$ cat config.mk
export PLATFORM = sky130hd
export DESIGN_NAME = bcd_tick_counter
export DESIGN_NICKNAME = d
export VERILOG_FILES = /design/src/rtl/bcd_tick_counter.sv
export SDC_FILE = /design/constraint.sdc
export NUM_CORES = 1
export LEC_CHECK = 0
export CAP_MARGIN = 10
export CORE_UTILIZATION = 55
export CTS_CLUSTER_SIZE = 25
export DETAILED_ROUTE_END_ITERATION = 7
export PLACE_DENSITY = 0.77
export RECOVER_POWER = 100
export SETUP_SLACK_MARGIN = 0.2
export SLEW_MARGIN = 0
export SYNTH_ARGS = -nofsm -noshare
export SYNTH_HDL_FRONTEND = slang
export SYNTH_SLANG_ARGS = --single-unit
$ cat constraint.sdc
create_clock -name clk_i -period 1.9 [get_ports clk_i]
set_input_delay 0.285 -clock clk_i [delete_from_list [all_inputs] [get_ports clk_i]]
set_output_delay 0.285 -clock clk_i [all_outputs]
set_load 0.02 [all_outputs]
$ cat src/rtl/bcd_tick_counter.sv
// bcd_tick_counter
//
// Purpose:
//    Multi-digit BCD up/down counter that advances by one every DIV enabled
//    clock cycles. An internal prescaler counts enabled cycles. When it
//    reaches DIV-1, the count steps by one in BCD, tick_o pulses, and
//    finish_o pulses if the step wrapped past the limit.
//
// Configuration:
//    BCD_COUNTER_SATURATE_EN  When defined, a step at the limit holds the
//                             count (all-9s going up, 0 going down) instead
//                             of wrapping. tick_o and finish_o still pulse
//                             on such a step. When undefined (the default
//                             build), the count wraps.
//
// Ports:
//    clk_i       system clock; all state updates on the rising edge
//    reset_i     synchronous, active-low reset
//    enable_i    high advances the prescaler; low freezes prescaler and count
//    forward_i   high counts up, low counts down; sampled on the step cycle
//    load_i      one-cycle load request; has priority over a step
//    load_val_i  BCD value to load (digit 0 in [3:0]); digits > 9 clamp to 9
//    count_o     current BCD count (registered)
//    tick_o      one-cycle pulse on each count step (registered)
//    finish_o    one-cycle pulse on a wrap or limit step (registered)
module bcd_tick_counter #(
    parameter int DIGITS = 2,
    parameter int DIV    = 50000000,
    parameter int DIV_W  = 26
) (
    input  logic                  clk_i,
    input  logic                  reset_i,
    input  logic                  enable_i,
    input  logic                  forward_i,
    input  logic                  load_i,
    input  logic [4*DIGITS-1:0]   load_val_i,
    output logic [4*DIGITS-1:0]   count_o,
    output logic                  tick_o,
    output logic                  finish_o
);

    localparam logic [DIV_W-1:0] PRESC_LAST = DIV_W'(DIV - 1);

    logic [DIV_W-1:0]    presc_q, presc_d;
    logic [4*DIGITS-1:0] count_q, count_d;
    logic                tick_q, tick_d;
    logic                finish_q, finish_d;

    logic [4*DIGITS-1:0] incVal, decVal, clampVal;
    logic                atMax, atMin, step, atLimit;

    // The increment and decrement values are built with a ripple
    // carry/borrow across the digits. A carry out of the top digit means
    // every digit was 9. A borrow out of the top digit means every digit
    // was 0. Those two flags are reused as the limit detectors. The clamp
    // forces any non-BCD load digit to 9, so the count never holds a
    // non-BCD digit.
    always_comb begin
        logic       carry;
        logic       borrow;
        logic [3:0] digit;
        incVal   = '0;
        decVal   = '0;
        clampVal = '0;
        carry    = 1'b1;
        borrow   = 1'b1;
        for (int i = 0; i < DIGITS; i++) begin
            digit = count_q[4*i +: 4];
            if (carry) begin
                incVal[4*i +: 4] = (digit == 4'd9) ? 4'd0 : digit + 4'd1;
                carry            = (digit == 4'd9);
            end else begin
                incVal[4*i +: 4] = digit;
            end
            if (borrow) begin
                decVal[4*i +: 4] = (digit == 4'd0) ? 4'd9 : digit - 4'd1;
                borrow           = (digit == 4'd0);
            end else begin
                decVal[4*i +: 4] = digit;
            end
            clampVal[4*i +: 4] = (load_val_i[4*i +: 4] > 4'd9) ? 4'd9
                                                                : load_val_i[4*i +: 4];
        end
        atMax = carry;
        atMin = borrow;
    end

    assign step    = enable_i && (presc_q == PRESC_LAST);
    assign atLimit = forward_i ? atMax : atMin;

    // Next-state logic. A load wins over a step and restarts the prescale
    // interval, so the first step after a load is a full DIV enabled
    // cycles later. While enable_i is low, everything holds and the
    // pulses drop.
    always_comb begin
        presc_d  = presc_q;
        count_d  = count_q;
        tick_d   = 1'b0;
        finish_d = 1'b0;
        if (load_i) begin
            presc_d = '0;
            count_d = clampVal;
        end else if (enable_i) begin
            if (step) begin
                presc_d  = '0;
                tick_d   = 1'b1;
                finish_d = atLimit;
`ifdef BCD_COUNTER_SATURATE_EN
                if (!atLimit) begin
                    count_d = forward_i ? incVal : decVal;
                end
`else
                count_d = forward_i ? incVal : decVal;
`endif
            end else begin
                presc_d = presc_q + DIV_W'(1);
            end
        end
    end

    // State registers. Reset discards any partial interval, so the next
    // step comes DIV enabled cycles after reset is released.
    always_ff @(posedge clk_i) begin
        if (!reset_i) begin
            presc_q  <= '0;
            count_q  <= '0;
            tick_q   <= 1'b0;
            finish_q <= 1'b0;
        end else begin
            presc_q  <= presc_d;
            count_q  <= count_d;
            tick_q   <= tick_d;
            finish_q <= finish_d;
        end
    end

    assign count_o  = count_q;
    assign tick_o   = tick_q;
    assign finish_o = finish_q;

endmodule

==> metrics.yaml <==
sta:
  finalWorstSetupSlack_ps: 179.6
  fmax_mhz: 581.3
  finalHoldViolCount: 0
  skew_ps: 10.14
  finalSetupViolations: 0
  tns_ps: 0
  min_period_ps: 1720
  tightest_slew_ps: 371.8
  relSlewSlack: 0.7517
  rsz0062_at_grt: "yes"
  min_period_over_period: 0.9055
  slew_viol_final: 0
hold_path:
  min_path_type: "register to register"
  hold_start: "presc_q[0]"
clocking:
  cts.clk_slew.worst_paths_ps: 70
  clock-sinks: 36
  hold_buffers: 0
  cts_root_buf: "clkbuf_8"
  cts_buffers: 5
  ctsHtreeMaxLevel: 2
  cts_tree: "yes"
  clk_latency_ps: 290
  ctsLongestPathBuffers: 2
critical_path:
  crit_start: "load_i"
  crit_required_ps: 2070
  cp-end-kind: "register"
  crit_type: "primary input to register"
  path_buf_inv: 3
  crit_slowest_cell: "dlygate4sd3_1"
  r2r_start: "presc_q[8]"
  crit_path_start_kind: "primary input"
  cp_cell_sequence: "dlygate4sd3_1 > clkbuf_1 > nand2b_1 > clkbuf_1 > nor2_1"
  slowest_delay_ps: 720
  cpMostUsedCell: "clkbuf_1"
  crit_path_max_fanout: 8
  arrival_ps: 1890
  cpLargestDelayFamily: "buffers and inverters"
placement:
  place_inst: 331
  port_buffers: 22
  gp_congestion: 0.8690
  pre_cts_slack_ps: -102.4
  post_dp_cell_area_um2: 2496
  hpwl_um: 3319
cells_and_area:
  fillCellCount: 287
  drive_above_1_share: 0.2082
  final_area_um2: 2636
  area_growth_pct: 25.64
  postLayoutCoreUtil: 0.7201
  n_antenna_cell: 0
  fin_cells: 341
  nets: 306
synth:
  netlist_instances: 256
  synth_seq_area_share: 0.3435
  synth_area_um2: 2098
  ys_warn_count: 0
  syn-num-nets: 270
  synth_edf_count: 0
  synth.distinct_cells: 58
  synthFlopType: "dfxtp_1"
  ys_ff_latch: 36
  synthArstFlopShare: 0
  avgSynthCellArea_um2: 8.196
drt:
  wl_met2_um: 2158
  highest_layer: "met4"
  drtIter0Drc: 143
  num_vias: 1920
  drt-pass1-iter-count: 5
  drcViolationCount: 0
  routed_via_density: 5.630
  post_drt_wl_per_cell_um: 13.90
  drtAntennaViolNets: 0
  wl_um: 4741
  wl_met3_um: 180
  drt-met1-wl_um: 2344
pwr:
  p_leak_uw: 0.0009627
  ir_worst_vdd_mv: 0.4434
  powerDensity_nw_per_um2: 623.0
floorplan:
  rows: 22
  initial_core_util: 0.5731
  dieArea_um2: 4066
  dieWidth_um: 63.77
  io_pins: 23
  fp.dieH_um: 63.77
  coreArea_um2: 3661
global_routing:
  grt_pass1_wl_um: 8293
  grt_pass1_vias: 1797
  antenna_found_initial: 0
  grt_overflow: 0
  groute.usage.overall: 0.2605
  grt_max_degree: 19
outcome:
  outcome: "finished, final reports clean"
flow_run:
  cap_viol_max_count: 0
area by class of cell:
type / instances / area, um^2 / area share
multi-input cells: 197 / 1329 / 0.5040
flip-flops and latches: 36 / 744.5 / 0.2824
repair buffers: 46 / 369.1 / 0.1400
clock buffers: 5 / 68.82 / 0.02610
well taps: 48 / 60.06 / 0.02278
clock inverters: 3 / 42.54 / 0.01614
inverters: 6 / 22.52 / 0.008543
synth_stat cells, types with 5 or more instances:
cell,count,area [um^2]
nand2_1,23,86.33
xor2_1,20,175.2
o21ai_0,9,45.04
nand3_1,14,70.07
nor3_1,6,30.03
clkbuf_1,11,41.29
dfxtp_1,36,720.7
inv_1,6,22.52
mux2i_1,5,50.05
nand4_1,9,56.30
xnor2_1,5,43.79
nor2_1,35,131.4
a21oi_1,7,35.03
routing by layer:
layer  up-vias  GRT usage
li1        976          -
met2        42     0.3896
met4         0    0.09943
met5         -          0
met1       896     0.3541
met3         6    0.07143
where the power goes:
part / total, uW / internal (uW) / leakage (uW) / switching [uW]
clock: 671 / 388 / 0.0000541 / 283
combinational: 178 / 88.5 / 0.000611 / 89.4
sequential: 793 / 764 / 0.000298 / 29.2
total: 1640 / 1240 / 0.000963 / 402
repair_timing:
item,CTS,global route
gates resized for setup,12,18
pin swaps,4,1
setup buffers,0,2
setup endpoints to repair,31,25
kinds of logic after synthesis:
| logic type | synth area share |
|---|---|
| AND/OR/NAND/NOR | 0.3435 |
| flip-flops | 0.3435 |
| adder cells (fa/ha/maj) | 0.005962 |
| buffers and inverters | 0.04889 |
| AO/OA/AOI/OAI | 0.1246 |
| multiplexers | 0.02922 |
| XOR/XNOR | 0.1044 |
final timing paths:
path | end | slack [ps] | cells after the start
max | presc_q[6] | 180 | 5
max reg2reg | count_o[7] | 180 | 5
min reg2reg | presc_q[0] | 520 | 2
min | presc_q[0] | 520 | 2
worst register-to-register path, cell delays in order (launching register included):
cell	delay, ps
dfxtp_1	360
nor4b_4	340
nand4_4	160
a2111oi_2	320
nor2_2	90
mux2_1	310
cells in the final DEF (no fill, tap or decap), drive strengths merged, types with 2 or more instances in the layout:
| cell type | synthesis | routed |
|---|---|---|
| a21oi | 7 | 7 |
| a221oi | 2 | 2 |
| a31oi | 3 | 3 |
| and2 | 3 | 3 |
| and3 | 5 | 5 |
| and4 | 4 | 4 |
| buf | 5 | 20 |
| clkbuf | 12 | 13 |
| clkdlybuf4s50 | 0 | 10 |
| dfxtp | 36 | 36 |
| dlygate4sd2 | 0 | 3 |
| dlygate4sd3 | 0 | 5 |
| inv | 6 | 6 |
| mux2i | 5 | 5 |
| nand2 | 24 | 24 |
| nand2b | 2 | 2 |
| nand3 | 15 | 15 |
| nand3b | 3 | 3 |
| nand4 | 10 | 10 |
| nand4b | 2 | 2 |
| nor2 | 36 | 36 |
| nor2b | 3 | 3 |
| nor3 | 6 | 6 |
| nor3b | 4 | 4 |
| nor4 | 2 | 2 |
| nor4b | 2 | 2 |
| o21a | 2 | 2 |
| o21ai | 9 | 9 |
| or2 | 3 | 3 |
| or3 | 3 | 3 |
| xnor2 | 5 | 5 |
| xor2 | 20 | 20 |
registers in the layout, summed over array words and instances (netlist names):
name / count
tick_o: 1
presc_q: 26
count_o: 8
finish_o: 1
metrics by stage:
stage	hold WS [ps]	total power (uW)
final	523.7	1642
after global routing	543.4	1709
after CTS	501.0	1671
after detailed placement	489.4	1002
after global placement	475.7	998.9
after floorplan	436.9	922.7
No activity file was read; power rests on OpenSTA's default activity.
